--- src/rtl/l2_evict_buffer_pkg.sv ---
// Shared types for the L2 write-back eviction buffer.
// Line/tag widths and the buffer FSM state encoding.
package lc3b_types;
  localparam int C_ADDR_W = 16;
  localparam int C_LINE_W = 128;

  typedef logic [C_ADDR_W-1:0] lc3b_word;
  typedef logic [C_LINE_W-1:0] lc3b_c_line;
  typedef logic [C_ADDR_W-5:0] lc3b_line_tag;

  typedef enum logic [1:0] {
    IDLE,
    RD_MEM,
    DRAIN
  } lc3b_evict_state;
endpackage

--- src/rtl/l2_evict_buffer_array.sv ---
// Circular line store for the eviction buffer.
// Push at tail, pop at head, coalesce into the matching entry.
module l2_evict_array #(
  parameter int DEPTH  = 2,
  parameter int ADDR_W = lc3b_types::C_ADDR_W,
  parameter int LINE_W = lc3b_types::C_LINE_W,
  localparam int PW    = $clog2(DEPTH)
) (
  input  logic              clk,
  input  logic              rst,
  input  logic [ADDR_W-5:0] tag,
  input  logic [LINE_W-1:0] line,
  input  logic              push,
  input  logic              pop,
  input  logic              coal,
  output logic [DEPTH-1:0]  match,
  output logic [LINE_W-1:0] match_line,
  output logic [ADDR_W-5:0] head_tag,
  output logic [LINE_W-1:0] head_line,
  output logic [PW-1:0]     head_idx,
  output logic [PW:0]       count,
  output logic              full
);
  localparam logic [PW:0] CNT_MAX = (PW+1)'(DEPTH);

  logic              valid  [DEPTH];
  logic [ADDR_W-5:0] tag_q  [DEPTH];
  logic [LINE_W-1:0] line_q [DEPTH];
  logic [PW-1:0]     head;
  logic [PW-1:0]     tail;

  assign full      = (count == CNT_MAX);
  assign head_idx  = head;
  assign head_tag  = tag_q[head];
  assign head_line = line_q[head];

  // Tag lookup: one-hot hit vector and the hit entry's line.
  always_comb begin
    match      = '0;
    match_line = '0;
    for (int i = 0; i < DEPTH; i++) begin
      match[i] = valid[i] && (tag_q[i] == tag);
      if (match[i]) match_line = line_q[i];
    end
  end

  // Valid bits, pointers and occupancy.
  always_ff @(posedge clk) begin
    if (rst) begin
      for (int i = 0; i < DEPTH; i++) valid[i] <= 1'b0;
      head  <= '0;
      tail  <= '0;
      count <= '0;
    end else begin
      if (pop) begin
        valid[head] <= 1'b0;
        head        <= head + PW'(1);
      end
      if (push) begin
        valid[tail] <= 1'b1;
        tail        <= tail + PW'(1);
      end
      unique case ({push, pop})
        2'b10:   count <= count + 1'b1;
        2'b01:   count <= count - 1'b1;
        default: count <= count;
      endcase
    end
  end

  // Entry payload; meaningful only while valid, so no reset.
  always_ff @(posedge clk) begin
    if (push) begin
      tag_q[tail]  <= tag;
      line_q[tail] <= line;
    end
    if (coal) begin
      for (int i = 0; i < DEPTH; i++)
        if (match[i]) line_q[i] <= line;
    end
  end
endmodule

--- src/rtl/l2_evict_buffer.sv ---
// Write-back eviction buffer between L2 and physical memory.
// FSM and muxes only; storage lives in l2_evict_array.
module l2_evict_buffer #(
  parameter int DEPTH  = 2,
  parameter int ADDR_W = lc3b_types::C_ADDR_W,
  parameter int LINE_W = lc3b_types::C_LINE_W
) (
  input  logic              clk,
  input  logic              rst,
  input  logic              l2_read,
  input  logic              l2_write,
  input  logic [ADDR_W-1:0] l2_address,
  input  logic [LINE_W-1:0] l2_wdata,
  output logic              l2_resp,
  output logic [LINE_W-1:0] l2_rdata,
  output logic              pmem_read,
  output logic              pmem_write,
  output logic [ADDR_W-1:0] pmem_address,
  output logic [LINE_W-1:0] pmem_wdata,
  input  logic [LINE_W-1:0] pmem_rdata,
  input  logic              pmem_resp
);
  import lc3b_types::*;

  localparam int PW = $clog2(DEPTH);

  lc3b_evict_state state, next;

  logic              push, pop, coal;
  logic [DEPTH-1:0]  match;
  logic [LINE_W-1:0] match_line, head_line;
  logic [ADDR_W-5:0] head_tag;
  logic [PW-1:0]     head_idx;
  logic [PW:0]       count;
  logic              full, hit, head_hit;

  l2_evict_array #(
    .DEPTH (DEPTH),
    .ADDR_W(ADDR_W),
    .LINE_W(LINE_W)
  ) u_arr (
    .clk       (clk),
    .rst       (rst),
    .tag       (l2_address[ADDR_W-1:4]),
    .line      (l2_wdata),
    .push      (push),
    .pop       (pop),
    .coal      (coal),
    .match     (match),
    .match_line(match_line),
    .head_tag  (head_tag),
    .head_line (head_line),
    .head_idx  (head_idx),
    .count     (count),
    .full      (full)
  );

  assign hit      = |match;
  assign head_hit = match[head_idx];

  // State register.
  always_ff @(posedge clk) begin
    if (rst) state <= IDLE;
    else     state <= next;
  end

  // Next state, handshakes and buffer control.
  always_comb begin
    next         = state;
    l2_resp      = 1'b0;
    l2_rdata     = match_line;
    pmem_read    = 1'b0;
    pmem_write   = 1'b0;
    pmem_address = l2_address;
    pmem_wdata   = head_line;
    push         = 1'b0;
    pop          = 1'b0;
    coal         = 1'b0;
    unique case (state)
      IDLE: begin
        if (l2_write) begin
          if (hit) begin
            coal    = 1'b1;
            l2_resp = 1'b1;
          end else if (!full) begin
            push    = 1'b1;
            l2_resp = 1'b1;
          end else begin
            next = DRAIN;
          end
        end else if (l2_read) begin
          if (hit) l2_resp = 1'b1;
          else     next    = RD_MEM;
        end else if (count != '0) begin
          next = DRAIN;
        end
      end
      RD_MEM: begin
        pmem_read = 1'b1;
        l2_rdata  = pmem_rdata;
        if (pmem_resp) begin
          l2_resp = 1'b1;
          next    = IDLE;
        end
      end
      DRAIN: begin
        pmem_write   = 1'b1;
        pmem_address = {head_tag, 4'b0000};
        if (pmem_resp) begin
          pop  = 1'b1;
          next = IDLE;
        end
        // Head is in flight to pmem: never coalesce into it.
        if (l2_write) begin
          if (hit && !head_hit) begin
            coal    = 1'b1;
            l2_resp = 1'b1;
          end else if (!hit && !full) begin
            push    = 1'b1;
            l2_resp = 1'b1;
          end
        end else if (l2_read && hit) begin
          l2_resp = 1'b1;
        end
      end
      default: next = IDLE;
    endcase
  end
endmodule

--- config.mk ---
export PLATFORM = sky130hd
export DESIGN_NAME = l2_evict_buffer
export DESIGN_NICKNAME = d
export VERILOG_FILES = /design/src/rtl/l2_evict_buffer_pkg.sv /design/src/rtl/l2_evict_buffer_array.sv /design/src/rtl/l2_evict_buffer.sv
export SDC_FILE = /design/constraint.sdc
export NUM_CORES = 1
export LEC_CHECK = 0
export CAP_MARGIN = 20
export CORE_AREA = 5 5 210 212
export DETAILED_ROUTE_END_ITERATION = 10
export DIE_AREA = 0 0 215 217
export HOLD_SLACK_MARGIN = 0.08
export PLACE_DENSITY = 0.66
export SKIP_LAST_GASP = 1
export SLEW_MARGIN = 20
export SYNTH_ARGS = -nofsm -noshare
export SYNTH_HDL_FRONTEND = slang
export SYNTH_SLANG_ARGS = --single-unit
--- constraint.sdc ---
create_clock -name clk -period 14.7 [get_ports clk]
set_input_delay 3.675 -clock clk [delete_from_list [all_inputs] [get_ports clk]]
set_output_delay 3.675 -clock clk [all_outputs]
set_load 0.1 [all_outputs]
After elaboration in Yosys (flattened, before gate mapping)

Memory sizes are Yosys's and may differ from the RTL's. A register that Yosys moved wholly into a read port is not among the register bits.
Index checks and enable logic that the tools add are counted.
Widths: inputs -> output; s select.

Muxes and demuxes: 66
Multiply operators: 0
Divide/modulo/power cells: 0
$add $sub $neg: 4
Bitwise gates (word level): 0
Magnitude comparators: 1
Eq/ne operators: 12
Shift-type cells: 0
Reduce and logical (&&, ||, !) cells: 17

Operator list:

| cell                | number |
|---|---|
| $mux 128            | 4 |
| $reduce_or 128->1   | 1 |
| $mux 1              | 49 |
| $eq 12x12->1        | 2 |
| $mux 16             | 1 |
| $mux 2              | 7 |
| $ne 3x3->1 const B  | 3 |
| $pmux 2 s2          | 2 |
| $eq 2x2->1 const B  | 3 |
| $logic_and 1x1->1   | 5 |
| $reduce_and 5->1    | 1 |
| $eq 2x1->1 const B  | 2 |
| $ne 4x4->1 const B  | 1 |
| $pmux 1 s2          | 2 |
| $reduce_bool 2->1   | 2 |
| $reduce_or 2->1     | 2 |
| $logic_not 1->1     | 3 |
| $pmux 1 s3          | 1 |
| $add 1x1->1 const B | 2 |
| $add 2x1->2 const B | 1 |
| $logic_not 2->1     | 1 |
| $lt 1x2->1 const B  | 1 |
| $ne 2x1->1 const B  | 1 |
| $reduce_or 1->1     | 2 |
| $sub 2x1->2 const B | 1 |

Memories kept: 3
RAM bits: 282
Latch bits: 0
Output and inout bits: 275
Register bits after elaboration: 6
Word-level logic and storage cells: 107
Bits in read-only memories: 0

Memory list:

| memory       | depth | width | read ports | clocked after Yosys merged registers in | write ports | line                        | text |
|---|---|---|---|---|---|---|---|
| u_arr.line_q | 2     | 128   | 3          | 1                                       | 2           | l2_evict_buffer_array.sv:28 | `logic [LINE_W-1:0] line_q [DEPTH];` |
| u_arr.tag_q  | 2     | 12    | 3          | 1                                       | 1           | l2_evict_buffer_array.sv:27 | `logic [ADDR_W-5:0] tag_q [DEPTH];` |
| u_arr.valid  | 2     | 1     | 2          | 0                                       | 2           | l2_evict_buffer_array.sv:26 | `logic valid [DEPTH];` |

Depth between registers and ports, before layout

Gate-level depths: netlist of run 1.

Word-level depth: 14
Depth in mapped cells: 10
Depth with buffers taken out: 9

Hierarchy

A second synthesis of run 1 with hierarchy kept.

Cell total of the unflattened synthesis: 1300
Area, all modules: 16349.4 µm²

Modules (own cells, without submodules):

| module          | seq. area each (µm²) | area an instance (µm²) | times used | cells an instance |
|---|---|---|---|---|
| l2_evict_array  | 8548.2               | 14376.3                | 1          | 1102 |
| l2_evict_buffer | 40.0                 | 1973.1                 | 1          | 198 |

Worst setup path before layout of run 1

No wires, ideal clock.

Path kind: input -> register
From: in l2_address[11]
To: mem u_arr.line_q[1][0] in the netlist's numbering (enable)
Required time: 13898 ps
Arrival time: 14135 ps
Stages: 6
Library setup time: 802 ps
Slack: -237 ps
Cells stage by stage: xnor2_1 nand4_1 or4_1 buf_2 clkbuf_1 o31ai_1

RTL lines:

| item        | line                        | text |
|---|---|---|
| from (decl) | l2_evict_buffer.sv:12       | `input logic [ADDR_W-1:0] l2_address,` |
| to (decl)   | l2_evict_buffer_array.sv:28 |  |

Worst setup path in the final report of run 1

From: in l2_address[8]
To: out l2_rdata[7]

Word-level cells in the longest chain between the ends: 5
Elaborated cells between the ends (all ways): 7
Those cells by class: eq/ne: 2; mux: 3; reduce/logical: 2

Ends and longest elaborated chain:

| item              | line                        | text |
|---|---|---|
| $eq 12x12->1      | l2_evict_buffer_array.sv:42 | `match[i] = valid[i] && (tag_q[i] == tag);` |
| $logic_and 1x1->1 | l2_evict_buffer_array.sv:42 |  |
| $mux 128          | l2_evict_buffer_array.sv:43 | `if (match[i]) match_line = line_q[i];` |
| $mux 128 *        | l2_evict_buffer_array.sv:43 |  |
| $mux 128 *        | l2_evict_buffer.sv:79       | `unique case (state)` |
| to (decl)         | l2_evict_buffer.sv:15       | `output logic [LINE_W-1:0] l2_rdata,` |

Every way passes the cells marked *; elsewhere a longest branch is shown, timed or not.

==> impl_metrics.yaml, run 1 <==
run_status:
  status: "finished clean"
detailed_routing:
  vias_per_cell: 5.01
  wire_per_inst_um: 21.2
  drtAntennaViolNets: 0
  drt_iter0_drc: 559
  routed_wl_um: 47300
  dr.pass1.iters: 5
  vias: 11174
  drcViolationCount: 0
sta:
  max_slew_margin: 0.289
  finalHoldViolations: 0
  setup-tns-final_ns: 0
  fin_crit_ns: 11.66
  finalCritPeriodShare: 0.793
  rsz0062_at_grt: "no"
  drv_slew: 0
  skew_ns: 0.0186
  finalSetupViolations: 0
  setup_slack_ns: 3.04
  max_freq_ghz: 0.0858
  worstMarginPinSlew_ns: 1.06
power:
  comb_power_share: 0.517
  p_int_mw: 2.04
  clkPwrFrac: 0.189
  peakVddDrop_mv: 0.111
  finalPower_mw: 4.04
  swShare: 0.495
  cellLeakagePower_nw: 7.34
  switchingPower_mw: 2.00
  power.density_nw_per_um2: 194
  p_seq_frac: 0.294
placement:
  port_buffers: 551
  place_hpwl_um: 33000
  gp_congestion: 0.881
  pre_cts_ws_ns: 2.92
  post_dp_cell_area_um2: 19900
clocking:
  clockRootBuffer: "clkbuf_16"
  holdBufCountCts: 0
  clock_path_buffers: 3
  clock_latency_ns: 0.53
  cts_sinks: 289
  h-tree-depth: 2
  cts_made_buffers: 35
  path_clk_slew_ns: 0.05
  cts_tree: "yes"
  cts_resized: 0
  post-cts-setup-buffer-count: 0
yosys:
  syn_area_per_cell_um2: 12.0
  yosysSeqAreaShare: 0.619
  synth_fp_nets: 1437
  synthCells: 1155
  ys_seq_elements: 289
  synth_area_leader_cell: "edfxtp_1"
  synth_area_um2: 13900
  yosys-top-cells-area: "edfxtp_1, mux2_2, and3_1"
  ys.flop_type: "edfxtp_1"
  synth_top_area_frac: 0.606
  synthArstFlopShare: 0
  synth_edf_count: 280
  synth_commonest_cells: "edfxtp_1, a21oi_1, nand2_1, and3_1, mux2_2"
  yosysWarnings: 0
  yosysUniqueCellTypes: 37
  synthMostInstantiatedCell: "edfxtp_1"
setup_path:
  cpMostUsedCell: "clkdlybuf4s50_1"
  end_kind: "output port"
  crit_buf_inv: 3
  crit_family: "buffers and inverters"
  cp-start-kind: "primary input"
  cp_cell_sequence: "clkdlybuf4s50_1, xnor2_1, nand4_1, or4_4, buf_4, and3_1, a21oi_1, o21ai_0, clkdlybuf4s50_1"
  cp.arrival_ns: 7.98
  cp_slowest_cell: "clkdlybuf4s50_1"
  max_stage_delay_ns: 1.04
  critical_path.max_fanout: 67
  worstSetupPathType: "primary input to output port"
  cp.required_ns: 11.02
floorplan:
  die_area_um2: 46700
  start_util: 0.332
  coreArea_um2: 41800
  num_io_pins: 552
  die_h_um: 217
  rows: 75
  die_w_um: 215
final_layout:
  fillCellCount: 3677
  synthToLayoutAreaGrowth_pct: 50.3
  drive_above_1_share: 0.116
  final_nets: 1947
  multi_input_area_um2: 4950
  final_cell_area_um2: 20900
  seq_area_um2: 8590
grt:
  grt_first_pass_wirelength_um: 69700
  grt_max_degree: 137
  grt_pass1_vias: 11547
  grt.overflow.total: 0
  grtUsageTotal: 0.191
  antenna_found_initial: 4
worst_hold_path:
  hp-class: "register to register"
run:
  cap_violations: 0
-- worst min-delay path, cell delays in order, from the launching register on --
cell and delay [ns]:
dfxtp_1 0.32, nand2_1 0.06, a21oi_1 0.06
-- routing by layer --
layer	GRT usage	wire length (um)	part of all wire
met3	0.0548	3470	0.073
met1	0.226	18400	0.39
met4	0.0538	1120	0.024
met5	0	24	0.00051
met2	0.342	24200	0.51
-- registers in the layout, indices dropped and copies added, names as in the netlist, named ones only --
register	cells
u_arr.tag_q	24
state	2
u_arr.valid	2
u_arr.tail	1
u_arr.line_q	256
u_arr.count	2
u_arr.head_idx	1
-- cell usage in the layout (no fill, tap or decap), types with 2 or more instances in the layout --
cell             count
clkdlybuf4s50_1    550
edfxtp_1           280
a21oi_1            144
nand2_1            136
mux2_2             128
and3_1             128
o21ai_1             82
o21ai_0             51
clkbuf_16           35
xnor2_1             25
nor2_1              18
buf_4               13
mux2i_1             12
clkinv_1             9
dfxtp_1              8
nor2b_1              7
inv_1                7
clkbuf_1             7
clkinv_2             6
nand4_1              4
nand2b_1             4
o31ai_1              4
ha_1                 4
inv_6                3
nand3_1              2
nor4_4               2
xor2_1               2
-- metrics by stage --
stage	util	std cells	hold WS [ns]
after floorplan	-	1155	0.437
after global placement	0.476	2167	0.454
after detailed placement	0.476	2167	0.478
after CTS	0.500	2228	0.486
after global routing	0.500	2229	0.502
final	0.500	2229	0.485
-- layout make-up --
cell class                      count  share of cell area
Sequential cell                   289               0.412
Timing Repair Buffer              564               0.269
Multi-Input combinational cell    768               0.237
Clock buffer                       42              0.0432
Tap cell                          539              0.0323
Clock inverter                     19             0.00468
Inverter                            7             0.00126
Antenna cell                        1            0.000120
-- cell families (layout without fill, tap and decap cells) --
family / count (synthesis) / count (layout) / synth area share
adder cells (fa/ha/maj): 5 / 5 / 0.00451
flip-flops: 289 / 289 / 0.619
XOR/XNOR: 27 / 27 / 0.0170
buffers and inverters: 98 / 632 / 0.0282
AND/OR/NAND/NOR: 306 / 306 / 0.112
multiplexers: 140 / 140 / 0.112
AO/OA/AOI/OAI: 290 / 290 / 0.107
other: 0 / 1 / 0
-- path summary, 6_finish.rpt --
| kind | to | cells past startpoint | start | slack [ns] |
|---|---|---|---|---|
| max reg2reg | u_arr.line_q[1][66]$_DFFE_PP_ | 5 | u_arr.tag_q[1][4]$_DFFE_PP_ | 11.33 |
| max | l2_rdata[7] | 9 | l2_address[8] | 3.04 |
| min reg2reg | u_arr.valid[1]$_DFF_P_ | 2 | u_arr.valid[1]$_DFF_P_ | 0.48 |
| min | u_arr.valid[1]$_DFF_P_ | 2 | u_arr.valid[1]$_DFF_P_ | 0.48 |
-- power by group through the flow --
stage / Sequential, mW / Clock [mW] / Combinational (mW)
2_1_floorplan: 1.23 / 0 / 1.58
3_3_place_gp: 1.19 / 0 / 2.10
3_5_place_dp: 1.20 / 0 / 2.10
4_1_cts: 1.19 / 0.790 / 2.10
5_1_grt: 1.20 / 0.822 / 2.15
6_report: 1.19 / 0.765 / 2.09
(Power assumes the default switching activity.)
==> inputs of run 2 (changes only) <==
clock period = 9.5 ns   (was 14.7 ns; I/O delays follow)
==> impl_metrics.yaml, run 2 (synthesis results as in run 1) <==
sta:
  finalCritPeriodShare: 0.872
  max_slew_margin: 0.276
  finalSetupViolations: 0
  fin_hold_ws_ns: 0.463
  drv_slew: 0
  setup-tns-final_ns: 0
  skew_ns: 0.0186
  worstMarginPinSlew_ns: 1.08
  max_freq_ghz: 0.121
  setup_slack_ns: 1.21
  rsz0062_at_grt: "no"
  finalHoldViolations: 0
  fin_crit_ns: 8.29
detailed_routing:
  dr.pass1.iters: 5
  vias: 11044
  routed_wl_um: 46400
  drt_iter0_drc: 604
  drtAntennaViolNets: 0
  drcViolationCount: 0
  wire_per_inst_um: 20.8
  vias_per_cell: 4.95
setup_path:
  ff2ff_path_depth: 5
  end_kind: "output port"
  cp.arrival_ns: 5.91
  cp.required_ns: 7.13
  cp-start-kind: "primary input"
  critical_path.max_fanout: 79
  worstSetupPathType: "primary input to output port"
placement:
  port_buffers: 551
  gp_congestion: 0.876
  post_dp_cell_area_um2: 19600
  dpl.cell_count: 2165
  place_hpwl_um: 32100
  pre_cts_ws_ns: 1.24
final_layout:
  drive_above_1_share: 0.176
  final_cell_area_um2: 20700
  multi_input_area_um2: 4950
  synthToLayoutAreaGrowth_pct: 49.4
  most-common-layout-cells: "clkdlybuf4s50_1, edfxtp_1, a21oi_1"
  largest_reg_flops: 256
  mostFrequentLayoutCell: "clkdlybuf4s50_1"
  stdcell_count: 2229
  seq_area_um2: 8590
  fillCellCount: 3719
  fin_util: 0.497
  final_nets: 1945
  largest_registers: "u_arr.line_q x256, u_arr.tag_q x24"
  top_register: "u_arr.line_q"
run:
  cap_violations: 0
clocking:
  clockRootBuffer: "clkbuf_16"
  cts_tree: "yes"
  cts_resized: 0
  path_clk_slew_ns: 0.05
  cts_sinks: 289
  holdBufCountCts: 0
  post-cts-setup-buffer-count: 0
  cts_made_buffers: 34
  h-tree-depth: 2
  clock_path_buffers: 3
  clock_latency_ns: 0.53
floorplan:
  die_h_um: 217
  coreArea_um2: 41800
  rows: 75
  die_w_um: 215
  die_area_um2: 46700
  num_io_pins: 552
  start_util: 0.332
power:
  power.density_nw_per_um2: 305
  finalPower_mw: 6.33
  cellLeakagePower_nw: 7.59
  peakVddDrop_mv: 0.203
run_status:
  status: "finished clean"
worst_hold_path:
  min_path_cells: 2
  hp-class: "register to register"
grt:
  grt.overflow.total: 0
  grt_pass1_vias: 11301
  grtUsageTotal: 0.188
  grt_max_degree: 137
  grt_first_pass_wirelength_um: 68800
  antenna_found_initial: 3
-- run 2: cell count changes in the layout (fill, tap and decap cells not counted) --
cell	change
buf_12	+2
buf_16	+1
buf_4	+98
bufinv_16	+2
clkbuf_1	+7
clkbuf_16	+2
clkbuf_8	+1
clkdlybuf4s50_1	-102
clkinv_1	-6
clkinv_2	-2
clkinv_4	+1
clkinvlp_4	-1
inv_6	-3
-- run 2: layout make-up --
cell class	count	share of cell area
multi-input combinational	768	0.239
inverter	7	0.00127
antenna	1	0.000121
sequential	289	0.414
clock inverter	10	0.00483
timing repair buffer	563	0.261
clock buffer	52	0.0478
tap	539	0.0325
-- run 2: path summary, 6_finish.rpt --
path                                             startpoint                            end  slack, ns
worst max-delay path                          l2_address[7]                  l2_rdata[115]       1.21
worst min-delay path                u_arr.tail$_SDFFE_PP0N_        u_arr.tail$_SDFFE_PP0N_       0.46
worst max register to register  u_arr.tag_q[1][3]$_DFFE_PP_  u_arr.line_q[1][79]$_DFFE_PP_       6.09
worst min register to register      u_arr.tail$_SDFFE_PP0N_        u_arr.tail$_SDFFE_PP0N_       0.46
-- run 2: worst max-delay path, stage by stage --
cell	delay (ns)
clkdlybuf4s50_1	0.52
xnor2_1	0.25
nand3_1	0.21
or4_4	0.95
and3_1	0.33
a21oi_1	0.14
o21ai_1	0.07
clkdlybuf4s50_1	1.00
-- run 2: power by group --
group / internal [mW] / switching [mW]
Combinational: 0.754 / 2.48
Clock: 0.775 / 0.497
Sequential: 1.72 / 0.112
-- run 2: routing by layer --
layer  GRT usage  vias to the layer above  routed length (um)
li1            -                     5315                   -
met1       0.227                     5336               18300
met2       0.338                      343               24300
met3      0.0529                       44                3140
met4      0.0390                        6                 641
met5           0                        -                  50
